`config.mk`:
```
export PLATFORM = sky130hd
export DESIGN_NAME = serial_subtractor
export DESIGN_NICKNAME = d
export VERILOG_FILES = /design/src/rtl/serial_subtractor.sv
export SDC_FILE = /design/constraint.sdc
export NUM_CORES = 1
export LEC_CHECK = 0
export CAP_MARGIN = 20
export CORE_ASPECT_RATIO = 1.25
export CORE_UTILIZATION = 50
export DETAILED_ROUTE_END_ITERATION = 7
export PLACE_DENSITY = 0.88
export SLEW_MARGIN = 20
export SYNTH_ARGS = -nofsm -noshare
export SYNTH_HDL_FRONTEND = slang
export SYNTH_SLANG_ARGS = --single-unit
```
`constraint.sdc`:
```
create_clock -name Clk -period 1.85 [get_ports Clk]
set_clock_uncertainty 0.1 [all_clocks]
set_input_delay 0.185 -clock Clk [delete_from_list [all_inputs] [get_ports Clk]]
set_output_delay 0.185 -clock Clk [all_outputs]
set_load 0.03 [all_outputs]
```
`src/rtl/serial_subtractor.sv`:
```
// Bit-serial subtractor: Diff = A - B - Bin, one bit per clock, LSB first.
// Define SERIAL_SUB_OVF_EN to add the signed-overflow output Ovf.
module serial_subtractor #(
  parameter int WIDTH = 8
) (
  input  logic             Clk,
  input  logic             Rst,
  input  logic             Start,
  input  logic [WIDTH-1:0] A,
  input  logic [WIDTH-1:0] B,
  input  logic             Bin,
  output logic             Busy,
  output logic             Done,
  output logic [WIDTH-1:0] Diff,
  output logic             Bout
`ifdef SERIAL_SUB_OVF_EN
  ,
  output logic             Ovf
`endif
);

  localparam logic [1:0] IDLE  = 2'd0;
  localparam logic [1:0] SHIFT = 2'd1;
  localparam logic [1:0] DONE  = 2'd2;

  localparam int CW = (WIDTH > 2) ? $clog2(WIDTH) : 1;

  logic [1:0]       state;
  logic [WIDTH-1:0] a_sh;
  logic [WIDTH-1:0] b_sh;
  logic [WIDTH-1:0] res;
  logic             br;
  logic [CW-1:0]    cnt;
  logic             d;
  logic             br_next;
  logic             last;

`ifdef SERIAL_SUB_OVF_EN
  logic a_msb;
  logic b_msb;
`endif

  always_comb begin
    d       = a_sh[0] ^ b_sh[0] ^ br;
    br_next = (~a_sh[0] & b_sh[0]) | (~(a_sh[0] ^ b_sh[0]) & br);
    last    = (cnt == CW'(WIDTH - 1));
  end

  always_ff @(posedge Clk) begin
    if (Rst) begin
      state <= IDLE;
      a_sh  <= '0;
      b_sh  <= '0;
      res   <= '0;
      br    <= 1'b0;
      cnt   <= '0;
      Diff  <= '0;
      Bout  <= 1'b0;
`ifdef SERIAL_SUB_OVF_EN
      a_msb <= 1'b0;
      b_msb <= 1'b0;
      Ovf   <= 1'b0;
`endif
    end else begin
      case (state)
        IDLE, DONE: begin
          if (Start) begin
            a_sh  <= A;
            b_sh  <= B;
            br    <= Bin;
            cnt   <= '0;
            state <= SHIFT;
`ifdef SERIAL_SUB_OVF_EN
            a_msb <= A[WIDTH-1];
            b_msb <= B[WIDTH-1];
`endif
          end else begin
            state <= IDLE;
          end
        end
        SHIFT: begin
          a_sh <= a_sh >> 1;
          b_sh <= b_sh >> 1;
          res  <= {d, res[WIDTH-1:1]};
          br   <= br_next;
          cnt  <= cnt + CW'(1);
          // The final bit is folded in directly so the result publishes on the DONE entry edge.
          if (last) begin
            state <= DONE;
            Diff  <= {d, res[WIDTH-1:1]};
            Bout  <= br_next;
`ifdef SERIAL_SUB_OVF_EN
            Ovf   <= (a_msb != b_msb) && (d != a_msb);
`endif
          end
        end
        default: state <= IDLE;
      endcase
    end
  end

  assign Busy = (state == SHIFT);
  assign Done = (state == DONE);

endmodule
```
==> results of run 1 <==
==> power by group <==
group,switching (mW),total [mW],internal [mW]
clock network,0.252,0.395,0.143
registers,0.0245,0.884,0.860
logic,0.110,0.204,0.0938
==> kinds of logic (layout without fill, tap and decap cells) <==
family                     Yosys count  in the layout  share of synthesized area
buffers and inverters               19             46                    0.07004
DFF                                 38             38                     0.4895
and+or+nand+nor                     90             90                     0.2391
AOI/OAI and AO/OA                   39             39                     0.1723
adders and majority gates            3              3                    0.02898
==> tightest hold or removal path: stages <==
cell	delay (ps)
clkdlybuf4s50_1	400
nand2_1	60
a21oi_1	50
==> stage by stage <==
step | power [mW] | cells | instance area, um2
2_1_floorplan | 1.046 | 189 | 1554
3_3_place_gp | 1.103 | 245 | 1847
3_5_place_dp | 1.108 | 245 | 1847
4_1_cts | 1.493 | 252 | 1891
5_1_grt | 1.573 | 252 | 1893
6_report | 1.483 | 252 | 1893
==> final cells by class <==
| class | instances | area (um2) |
|---|---|---|
| clock buffers | 7 | 45.04 |
| fillers | 265 | 1052 |
| inverters | 3 | 11.26 |
| multi-input cells | 132 | 684.4 |
| flip-flops and latches | 38 | 760.7 |
| well taps | 36 | 45.04 |
| repair buffers | 36 | 346.6 |
==> routing by layer <==
layer	part of all wire	vias up
met5	0	-
met4	0.028	0
met2	0.47	41
met1	0.45	626
met3	0.045	7
li1	-	692
==> worst paths after layout <==
kind	start	endpoint	cells after the start
setup / recovery	Bout$_SDFFE_PP0P_	Bout	1
hold reg to reg	Diff[5]$_SDFFE_PP0P_	Diff[5]$_SDFFE_PP0P_	2
setup reg to reg	cnt[0]$_SDFFE_PP0P_	Diff[1]$_SDFFE_PP0P_	5
hold / removal	B[7]	b_sh[7]$_SDFFE_PP0P_	3
==> cells in the mapped netlist (all sizes together) <==
cell and instances:
nand2 54, dfxtp 38, a21oi 22, nor2 16
a311oi 15, nand3 14, buf 12, clkbuf 4
inv 3, nand2b 3, ha 2, nor2b 2
a2bb2oi 1, fa 1, nand3b 1, o21a 1
==> layout by cell type (no fill, tap or decap), drive strengths merged <==
cell | synthesis | final
nand2b | 3 | 3
a2bb2oi | 1 | 1
a311oi | 15 | 15
nand3 | 14 | 14
nand2 | 54 | 54
nor2b | 2 | 2
nor2 | 16 | 16
dlymetal6s2s | 0 | 1
inv | 3 | 3
ha | 2 | 2
nand3b | 1 | 1
dlygate4sd2 | 0 | 1
fa | 1 | 1
clkbuf | 4 | 7
o21a | 1 | 1
clkdlybuf4s50 | 0 | 28
a21oi | 22 | 22
buf | 12 | 6
dfxtp | 38 | 38
==> registers in the layout (all words and copies together), names as in the netlist <==
register  cells
Diff          8
a_sh          8
b_sh          8
res           7
cnt           3
state         2
Bout          1
br            1
==> timing repair <==
item / 4_1_cts / 5_1_grt
setup endpoints to repair: 1 / 1
resized for setup: 1 / 1
buffers inserted: 0 / 0
==> flow_summary.json, run 1 <==
{
  "gp_congestion": 0.7016,
  "worstPathCellList": "clkdlybuf4s50_1",
  "syn_nets": 212,
  "finalSetupViolCount": 0,
  "diodes": 0,
  "rsz0062_at_grt": "no",
  "synth_area_per_cell_um2": 8.222,
  "post-route-util": 0.6427,
  "cp_top_family": "buffers and inverters",
  "drt-vias-per-instance": 5.421,
  "critPathMaxFanout": 2,
  "yosys.cell_types.count": 22,
  "first_global_vias": 1134,
  "whs_ps": 275.1,
  "clockRootBuffer": "clkbuf_4",
  "pin_count": 31,
  "grt_busiest_layer": "met2",
  "worstMarginPinSlew_ps": 397.6,
  "initial_core_util": 0.5276,
  "numClockSinks": 38,
  "core.rowCount": 22,
  "crit_type": "reg2out",
  "finalHoldViolCount": 0,
  "fp.dieW_um": 51.87,
  "critPathMaxStageDelay_ps": 680,
  "synth_top_area_share": 0.4895,
  "grt_usage": 0.1931,
  "pwr_density_cell_mw_per_mm2": 783.6,
  "critical-path-slowest-cell": "clkdlybuf4s50_1",
  "wl_mm": 2.803,
  "cp-end-kind": "output pin",
  "drive_gt1_frac": 0.06481,
  "cap_violations": 0,
  "antenna_found_initial": 0,
  "reg2reg_setup_slack_ps": 450,
  "grt_pass1_wl_mm": 4.733,
  "port_buffers": 30,
  "drtIter0Drc": 52,
  "num_vias": 1366,
  "outcome": "completed",
  "fin_setup_tns_ps": 0,
  "p_leak_nw": 0.7014,
  "synth_warnings": 0,
  "fmax_mhz": 591.9,
  "wl_per_cell_um": 11.12,
  "arrival_ps": 1400,
  "cts_tree": "built",
  "startpoint_type": "flop",
  "cts_made_buffers": 5,
  "clk_latency_ps": 350,
  "antenna_left": 0,
  "netlist_instances": 189,
  "overflow": 0,
  "grtUsageMet1": 0.2260,
  "core_area_mm2": 0.002945,
  "worst_slack_ps": 160.5,
  "grt_util_met2": 0.3045,
  "holdBufCountCts": 0,
  "fin_crit_sh": 0.9133,
  "maxSlewHeadroom": 0.7349,
  "layout.nets": 239,
  "cts_max_level": 2,
  "clk_path_buf_depth": 2,
  "use_met3": 0.05000,
  "dp_hpwl_mm": 1.798,
  "synth_area_leaders": "dfxtp_1 49%, nand2_1 13%, a311oi_1 7.9%",
  "dieArea_mm2": 0.003336,
  "cp_num_buf_inv": 1,
  "worstPathRequired_ps": 1560,
  "synth_area_mm2": 0.001554,
  "clkTransAtPathRegs_ps": 100,
  "grt_max_degree": 44,
  "pre_cts_slack_ps": 293.4,
  "remaining_drc_errors": 0,
  "ys_seq_area_frac": 0.4895,
  "finalMaxSlewViolations": 0,
  "min_path_type": "in2reg",
  "ys_ff_latch": 38,
  "period_minus_slack_ps": 1690,
  "die_h_um": 64.33,
  "drtPass1Iterations": 4,
  "synth_largest_area_cell": "dfxtp_1",
  "ir_drop_mv": 0.4858,
  "area_growth_pct": 21.82
}
(Power assumes the default switching activity.)
==> run 2, diff against run 1 <==
- GPL_ROUTABILITY_DRIVEN: default -> 0
==> results of run 2 <==
Same layout as run 1: the final DEF is identical, and so are final timing and power.
==> run 3, diff against run 2 <==
- PLACE_DENSITY: 0.88 -> 0.78
==> run 3 against run 2 <==
Die area stayed put. Cell area is 2.2% higher. Total power is 8.6% higher. Global-route usage is 2.0 points higher. Utilization is 1.4 points higher. Wire length is 7.8% higher. Sequential share of layout area is 0.86 points lower. Final cell count is 0.79% higher. Flip-flop and latch count stayed put. Largest cell class unchanged. Hold slack better by 35 ps. Count of clock-buffer cells in the layout is 1 higher.
==> flow_summary.json, run 3 (same netlist as run 1, synthesis figures left out) <==
{
  "outcome": "completed",
  "antenna_left": 0,
  "final_common_cell": "nand2_1",
  "clockRootBuffer": "clkbuf_4",
  "p_comb_frac": 0.131,
  "cp-end-kind": "output pin",
  "layout.nets": 240,
  "rsz0062_at_grt": "no",
  "p_switching_mw": 0.3950,
  "dp_hpwl_mm": 2.137,
  "remaining_drc_errors": 0,
  "fp.dieW_um": 51.87,
  "first_global_vias": 1312,
  "antenna_found_initial": 0,
  "clkTransAtPathRegs_ps": 100,
  "finalSetupViolCount": 0,
  "ir_drop_mv": 0.5505,
  "min_path_type": "in2reg",
  "reg2reg_setup_slack_ps": 390,
  "period_minus_slack_ps": 1655,
  "worstPathCellList": "clkdlybuf4s50_1",
  "cts_max_level": 2,
  "numClockSinks": 38,
  "die_h_um": 64.33,
  "final_cell_mix": "54 x nand2_1, 38 x dfxtp_1, 28 x clkdlybuf4s50_1",
  "cts_tree": "built",
  "crit_type": "reg2out",
  "crit_cells": 1,
  "pwr-share-clk": 0.321,
  "clk_path_buf_depth": 2,
  "pwr-share-seq": 0.548,
  "initial_core_util": 0.5276,
  "cp_num_buf_inv": 1,
  "maxSlewHeadroom": 0.7320,
  "place_area_mm2": 0.001854,
  "core.rowCount": 22,
  "area_growth_pct": 24.48,
  "largest_registers": "Diff (8), a_sh (8), b_sh (8)",
  "arrival_ps": 1370,
  "finalHoldViolCount": 0,
  "cap_violations": 0,
  "startpoint_type": "flop",
  "worstPathRequired_ps": 1560,
  "drt-vias-per-instance": 5.469,
  "clk_latency_ps": 340,
  "critPathMaxStageDelay_ps": 670,
  "design_area_mm2": 0.001934,
  "drive_gt1_frac": 0.08257,
  "port_buffers": 30,
  "p_int_mw": 1.216,
  "cts_made_buffers": 5,
  "reg2reg_depth": 4,
  "finalMaxSlewViolations": 0,
  "fin_crit_sh": 0.8946,
  "fmax_mhz": 604.2,
  "overflow": 0,
  "diodes": 0,
  "critical-path-slowest-cell": "clkdlybuf4s50_1",
  "core_area_mm2": 0.002945,
  "pwr_density_cell_mw_per_mm2": 832.7,
  "num_vias": 1389,
  "wl_mm": 3.021,
  "grt_max_degree": 44,
  "cp_top_family": "buffers and inverters",
  "fin_setup_tns_ps": 0,
  "dieArea_mm2": 0.003336,
  "postCtsSetupBuffers": 0,
  "grt_pass1_wl_mm": 5.306,
  "whs_ps": 310.5,
  "power.share.switching": 0.2452,
  "pin_count": 31,
  "p_leak_nw": 0.7256,
  "worstMarginPinSlew_ps": 402.0,
  "drtPass1Iterations": 4,
  "wl_per_cell_um": 11.89,
  "worstHoldPathCells": 3,
  "critPathMaxFanout": 2,
  "drtIter0Drc": 27,
  "grt_usage": 0.2136
}
-- run 3: tightest hold or removal path, stage by stage --
cell and delay (ps):
clkdlybuf4s50_1 400, nand2_1 60, a21oi_1 60
-- run 3: metal layers --
| metal | vias to the layer above | global-route usage | wire [um] |
|---|---|---|---|
| met2 | 50 | 0.3782 | 1587 |
| met5 | - | 0 | 0 |
| met4 | 0 | 0.1014 | 33 |
| li1 | 697 | - | - |
| met3 | 4 | 0.05952 | 151 |
| met1 | 638 | 0.2237 | 1249 |
-- run 3: stage by stage --
| stage | utilization | worst slack (ps) | power [mW] | std cells |
|---|---|---|---|---|
| after floorplan | - | 509.1 | 1.046 | 189 |
| after global placement | 0.6296 | 297.7 | 1.103 | 246 |
| after detailed placement | 0.6296 | 268.0 | 1.114 | 246 |
| after CTS | 0.6559 | 10.21 | 1.626 | 254 |
| after global routing | 0.6568 | 114.3 | 1.694 | 254 |
| final | 0.6568 | 195.0 | 1.611 | 254 |
-- run 3: power by group through the flow --
stage	Combinational [mW]	Sequential (mW)	Clock, mW
4_1_cts	0.212	0.884	0.531
2_1_floorplan	0.150	0.896	0
6_report	0.211	0.883	0.516
5_1_grt	0.236	0.889	0.570
3_3_place_gp	0.203	0.899	0
3_5_place_dp	0.211	0.903	0
-- run 3: path summary, 6_finish.rpt --
path / to / from
setup / recovery: Bout / Bout$_SDFFE_PP0P_
hold / removal: a_sh[7]$_SDFFE_PP0P_ / A[7]
setup reg to reg: b_sh[5]$_SDFFE_PP0P_ / state[1]$_SDFFE_PP0P_
hold reg to reg: Diff[4]$_SDFFE_PP0P_ / Diff[4]$_SDFFE_PP0P_
-- run 3: what timing repair did --
item / CTS / global route
hold endpoints to repair: 0 / 0
endpoints found under the setup margin: 1 / 1
hold buffers: 0 / 0
pin swaps: 0 / 0
gates resized for setup: 1 / 1
-- run 3: cell type report --
cell class | count | area [um2]
clock buffer | 8 | 78.83
fill | 245 | 1011
inverter | 3 | 11.26
multi-input combinational | 132 | 684.4
sequential | 38 | 760.7
tap | 36 | 45.04
timing repair buffer | 37 | 354.1
